### src/rtl/serial_subtractor.sv
// Bit-serial subtractor: diff = a - b, LSB first, one full-subtractor step per clock.
// Optional signed-overflow output ovf is enabled by defining SERIAL_SUB_OVF_EN.
module serial_subtractor #(
  parameter int unsigned WIDTH = 4
) (
  input  logic             clk,
  input  logic             rst_n,
  input  logic             start,
  input  logic [WIDTH-1:0] a,
  input  logic [WIDTH-1:0] b,
  output logic             busy,
  output logic             done,
  output logic [WIDTH-1:0] diff,
  output logic             borrow
`ifdef SERIAL_SUB_OVF_EN
  ,
  output logic             ovf
`endif
);

  localparam int unsigned CntW = (WIDTH > 1) ? $clog2(WIDTH) : 1;
  localparam logic [CntW-1:0] LastCnt = CntW'(WIDTH - 1);

  typedef enum logic [1:0] {StIdle, StShift, StDone} state_e;

  state_e           state_q, state_d;
  logic [WIDTH-1:0] a_sh_q, a_sh_d;
  logic [WIDTH-1:0] b_sh_q, b_sh_d;
  logic [WIDTH-1:0] res_q, res_d;
  logic [WIDTH-1:0] diff_q, diff_d;
  logic [CntW-1:0]  cnt_q, cnt_d;
  logic             br_q, br_d;
  logic             busy_q, busy_d;
  logic             done_q, done_d;
  logic             borrow_q, borrow_d;

  logic a0, b0, d_bit, br_nxt;
  logic load, last_shift;

  assign a0     = a_sh_q[0];
  assign b0     = b_sh_q[0];
  assign d_bit  = a0 ^ b0 ^ br_q;
  assign br_nxt = (~a0 & b0) | (~(a0 ^ b0) & br_q);

  // A new operation is accepted from IDLE or directly out of DONE (no bubble).
  assign load       = start && ((state_q == StIdle) || (state_q == StDone));
  assign last_shift = (state_q == StShift) && (cnt_q == LastCnt);

  always_comb begin
    state_d  = state_q;
    a_sh_d   = a_sh_q;
    b_sh_d   = b_sh_q;
    res_d    = res_q;
    diff_d   = diff_q;
    cnt_d    = cnt_q;
    br_d     = br_q;
    busy_d   = busy_q;
    done_d   = 1'b0;
    borrow_d = borrow_q;

    unique case (state_q)
      StIdle, StDone: begin
        if (load) begin
          a_sh_d  = a;
          b_sh_d  = b;
          br_d    = 1'b0;
          cnt_d   = '0;
          busy_d  = 1'b1;
          state_d = StShift;
        end else begin
          state_d = StIdle;
        end
      end
      StShift: begin
        a_sh_d = a_sh_q >> 1;
        b_sh_d = b_sh_q >> 1;
        res_d  = {d_bit, res_q[WIDTH-1:1]};
        br_d   = br_nxt;
        cnt_d  = cnt_q + CntW'(1);
        if (last_shift) begin
          diff_d   = {d_bit, res_q[WIDTH-1:1]};
          borrow_d = br_nxt;
          busy_d   = 1'b0;
          done_d   = 1'b1;
          state_d  = StDone;
        end
      end
      default: state_d = StIdle;
    endcase
  end

  always_ff @(posedge clk or negedge rst_n) begin
    if (!rst_n) begin
      state_q  <= StIdle;
      a_sh_q   <= '0;
      b_sh_q   <= '0;
      res_q    <= '0;
      diff_q   <= '0;
      cnt_q    <= '0;
      br_q     <= 1'b0;
      busy_q   <= 1'b0;
      done_q   <= 1'b0;
      borrow_q <= 1'b0;
    end else begin
      state_q  <= state_d;
      a_sh_q   <= a_sh_d;
      b_sh_q   <= b_sh_d;
      res_q    <= res_d;
      diff_q   <= diff_d;
      cnt_q    <= cnt_d;
      br_q     <= br_d;
      busy_q   <= busy_d;
      done_q   <= done_d;
      borrow_q <= borrow_d;
    end
  end

  assign busy   = busy_q;
  assign done   = done_q;
  assign diff   = diff_q;
  assign borrow = borrow_q;

`ifdef SERIAL_SUB_OVF_EN
  // Operand sign bits are shifted out during SHIFT, so keep a copy for the overflow test.
  logic a_msb_q, a_msb_d, b_msb_q, b_msb_d, ovf_q, ovf_d;

  always_comb begin
    a_msb_d = a_msb_q;
    b_msb_d = b_msb_q;
    ovf_d   = ovf_q;
    if (load) begin
      a_msb_d = a[WIDTH-1];
      b_msb_d = b[WIDTH-1];
    end
    if (last_shift) begin
      ovf_d = (a_msb_q != b_msb_q) && (d_bit != a_msb_q);
    end
  end

  always_ff @(posedge clk or negedge rst_n) begin
    if (!rst_n) begin
      a_msb_q <= 1'b0;
      b_msb_q <= 1'b0;
      ovf_q   <= 1'b0;
    end else begin
      a_msb_q <= a_msb_d;
      b_msb_q <= b_msb_d;
      ovf_q   <= ovf_d;
    end
  end

  assign ovf = ovf_q;
`endif

endmodule

### config.mk
export PLATFORM = sky130hd
export DESIGN_NAME = serial_subtractor
export DESIGN_NICKNAME = d
export VERILOG_FILES = /design/src/rtl/serial_subtractor.sv
export SDC_FILE = /design/constraint.sdc
export NUM_CORES = 1
export LEC_CHECK = 0
export CAP_MARGIN = 10
export CORE_UTILIZATION = 53
export DETAILED_ROUTE_END_ITERATION = 12
export PLACE_DENSITY = 0.84
export RECOVER_POWER = 100
export SKIP_LAST_GASP = 1
export SYNTH_ARGS = -nofsm -noshare
export SYNTH_HDL_FRONTEND = slang
export SYNTH_SLANG_ARGS = --single-unit
export TNS_END_PERCENT = 100
### constraint.sdc
create_clock -name clk -period 2.83 [get_ports clk]
set_input_delay 0.283 -clock clk [delete_from_list [all_inputs] [get_ports clk]]
set_output_delay 0.283 -clock clk [all_outputs]
set_load 0.1 [all_outputs]
==> impl_metrics.env <==
export IMPL_hold_depth=1
export IMPL_ys_top_cells_by_area="dfrtp_1 (54%), mux2_2 (7.5%), mux2i_1 (6.6%), a22o_1 (4.1%), nor2b_1 (3.6%)"
export IMPL_rr_worst_depth=2
export IMPL_clock_skew_ns=0.00124
export IMPL_worstPathMaxFanout=2
export IMPL_fin_crit_ns=1.86
export IMPL_clk_latency_ns=0.31
export IMPL_core_um2=1800
export IMPL_vias=664
export IMPL_row_count=15
export IMPL_hold_buffers=0
export IMPL_drt_iter0_markers=8
export IMPL_dieArea_um2=2180
export IMPL_hold_viol=0
export IMPL_synth_nets=98
export IMPL_crit_slowest_cell="clkbuf_1"
export IMPL_maxCapViolCount=0
export IMPL_status="complete, no violations"
export IMPL_final_net_count=116
export IMPL_wl_per_cell_um=14.5
export IMPL_die_height_um=46.7
export IMPL_maxSlewViolCount=0
export IMPL_syn_area_per_cell_um2=12.4
export IMPL_vias_per_cell=5.23
export IMPL_cp_end_kind="output pin"
export IMPL_wl_um=1840
export IMPL_grt_total_usage_pct=21.3
export IMPL_diodes=0
export IMPL_instances_no_fill=127
export IMPL_rrSetupSlack_ns=1.10
export IMPL_crit_path_max_incr_delay_ns=0.87
export IMPL_first_pass_iters=4
export IMPL_ys_warnings_count=0
export IMPL_initial_core_util_pct=58.7
export IMPL_r2r_start="state_q[0]"
export IMPL_cp_top_family="buffers and inverters"
export IMPL_htreeDepth=1
export IMPL_drive_gt1_share_pct=10.8
export IMPL_antenna_left=0
export IMPL_clock_sinks=23
export IMPL_grt_max_degree=24
export IMPL_max_slew_margin_pct=22.3
export IMPL_fmax_mhz=539
export IMPL_finalSetupTns_ns=0
export IMPL_dp_hpwl_um=1310
export IMPL_grt_pass1_vias=646
export IMPL_rsz0062_at_grt="no"
export IMPL_drcViolationCount=0
export IMPL_hp_start="b_sh_q[2]"
export IMPL_synthCells=85
export IMPL_seq_area_frac_synth_pct=54.4
export IMPL_nFillCells=161
export IMPL_synth_seq_cells=23
export IMPL_crit_type="flop to output pin"
export IMPL_io_buffers=17
export IMPL_ios=18
export IMPL_synthDistinctLibCells=21
export IMPL_die_w_um=46.7
export IMPL_cts_path_max_buffers=2
export IMPL_holdPathEnd="b_sh_q[2]"
export IMPL_antenna_found_initial=0
export IMPL_routabilityCongestion=0.712
export IMPL_crit_arrival_ns=1.57
export IMPL_setup_viol=0
export IMPL_crit_buf_inv=1
export IMPL_root_buffer="clkbuf_4"
export IMPL_synth_top_area_share_pct=54.4
export IMPL_cts_resized=0
export IMPL_r2r_end="res_q[3]"
export IMPL_yosysTopAreaCell="dfrtp_1"
export IMPL_tritoncts="done"
export IMPL_hold_path_class="flop to flop"
export IMPL_area_delta_synth_final_pct=13.1
export IMPL_required_ns=2.55
export IMPL_dp_cells=123
export IMPL_start_kind="flop"
export IMPL_fin_crit_sh_pct=65.6
export IMPL_post_cts_setup_buffers=0
export IMPL_worst_pin_slew_ns=1.17
export IMPL_clk_pin_slew_ns=0.12
export IMPL_grt_pass1_wl_um=3050
export IMPL_overflow=0
export IMPL_cts_inserted_buffers=3
export IMPL_syn_area_um2=1060
export IMPL_crit_chain="clkbuf_1"
==> state kept, by name, indices dropped and copies added, names as in the netlist <==
name     cells
a_sh_q       4
b_sh_q       4
borrow       1
br_q         1
busy         1
cnt_q        2
diff         4
done         1
res_q        3
state_q      2
==> final cells by class <==
class | instances | area, um2 | share of cell area [%]
Inverter | 5 | 18.8 | 1.57
Clock buffer | 3 | 22.5 | 1.88
Tap cell | 25 | 31.3 | 2.62
Timing Repair Buffer | 18 | 130 | 10.9
Clock inverter | 1 | 5.00 | 0.418
Sequential cell | 23 | 576 | 48.1
Multi-Input combinational cell | 52 | 413 | 34.5
==> worst max-delay path by stage <==
stage / from / cells past startpoint / end / slack, ns
final: borrow / 1 / borrow / 0.97
after global routing: busy / 1 / busy / 0.92
after CTS: state_q[0] / 2 / res_q[3] / 1.07
after detailed placement: start / 4 / b_sh_q[2] / 1.01
after global placement: start / 4 / a_sh_q[1] / 1.11
after floorplan: busy / 2 / busy / 1.49
==> cell usage after synthesis <==
cell type and instances:
a211oi_1 4, a21o_1 3, a21oi_1 5, a22o_1 5
buf_2 3, buf_4 1, buf_6 1, dfrtp_1 23
fa_1 1, ha_1 1, inv_1 5, mux2_2 7
mux2_4 1, mux2i_1 7, nand2_1 1, nand3_1 2
nand3b_4 1, nor2_1 3, nor2b_1 6, o21ai_0 4
xnor2_1 1
==> cell families after synthesis <==
group                    after synthesis  synth area share (%)
flip-flops                            23                  54.4
AO/OA/AOI/OAI                         21                  13.4
multiplexers                          15                  15.5
AND/OR/NAND/NOR                       13                  7.81
buffers and inverters                 10                  4.97
adder cells (fa/ha/maj)                2                  3.08
XOR/XNOR                               1                 0.829
==> cells in the final DEF (no fill, tap or decap), drive strengths merged <==
cell,count
fa,1
nand2,1
mux2i,7
a21oi,5
nand3b,1
xnor2,1
clkinv,1
clkbuf,11
a211oi,4
inv,5
clkdlybuf4s50,8
a22o,5
a21o,3
ha,1
o21ai,4
nand3,2
dlygate4sd3,2
nor2b,6
nor2,3
dfrtp,23
mux2,8
==> metrics by stage <==
| stage | util, % | setup slack [ns] | hold WS, ns | cell area, um2 |
|---|---|---|---|---|
| 2_1_floorplan | - | 1.49 | -0.0126 | 1060 |
| 3_3_place_gp | 67.4 | 1.11 | 0.470 | 1210 |
| 3_5_place_dp | 67.4 | 1.01 | 0.478 | 1210 |
| 4_1_cts | 69.0 | 1.07 | 0.301 | 1240 |
| 5_1_grt | 66.4 | 0.924 | 0.520 | 1200 |
| 6_report | 66.4 | 0.973 | 0.505 | 1200 |
==> per-layer routing <==
layer	wire length (um)	track usage [%]
met5	0	0
met4	43	13.1
met3	60	4.71
met2	869	30.8
met1	869	28.7
Power is not shown: default switching activity piles up to over one toggle a cycle in this logic, so the estimate is an artifact.
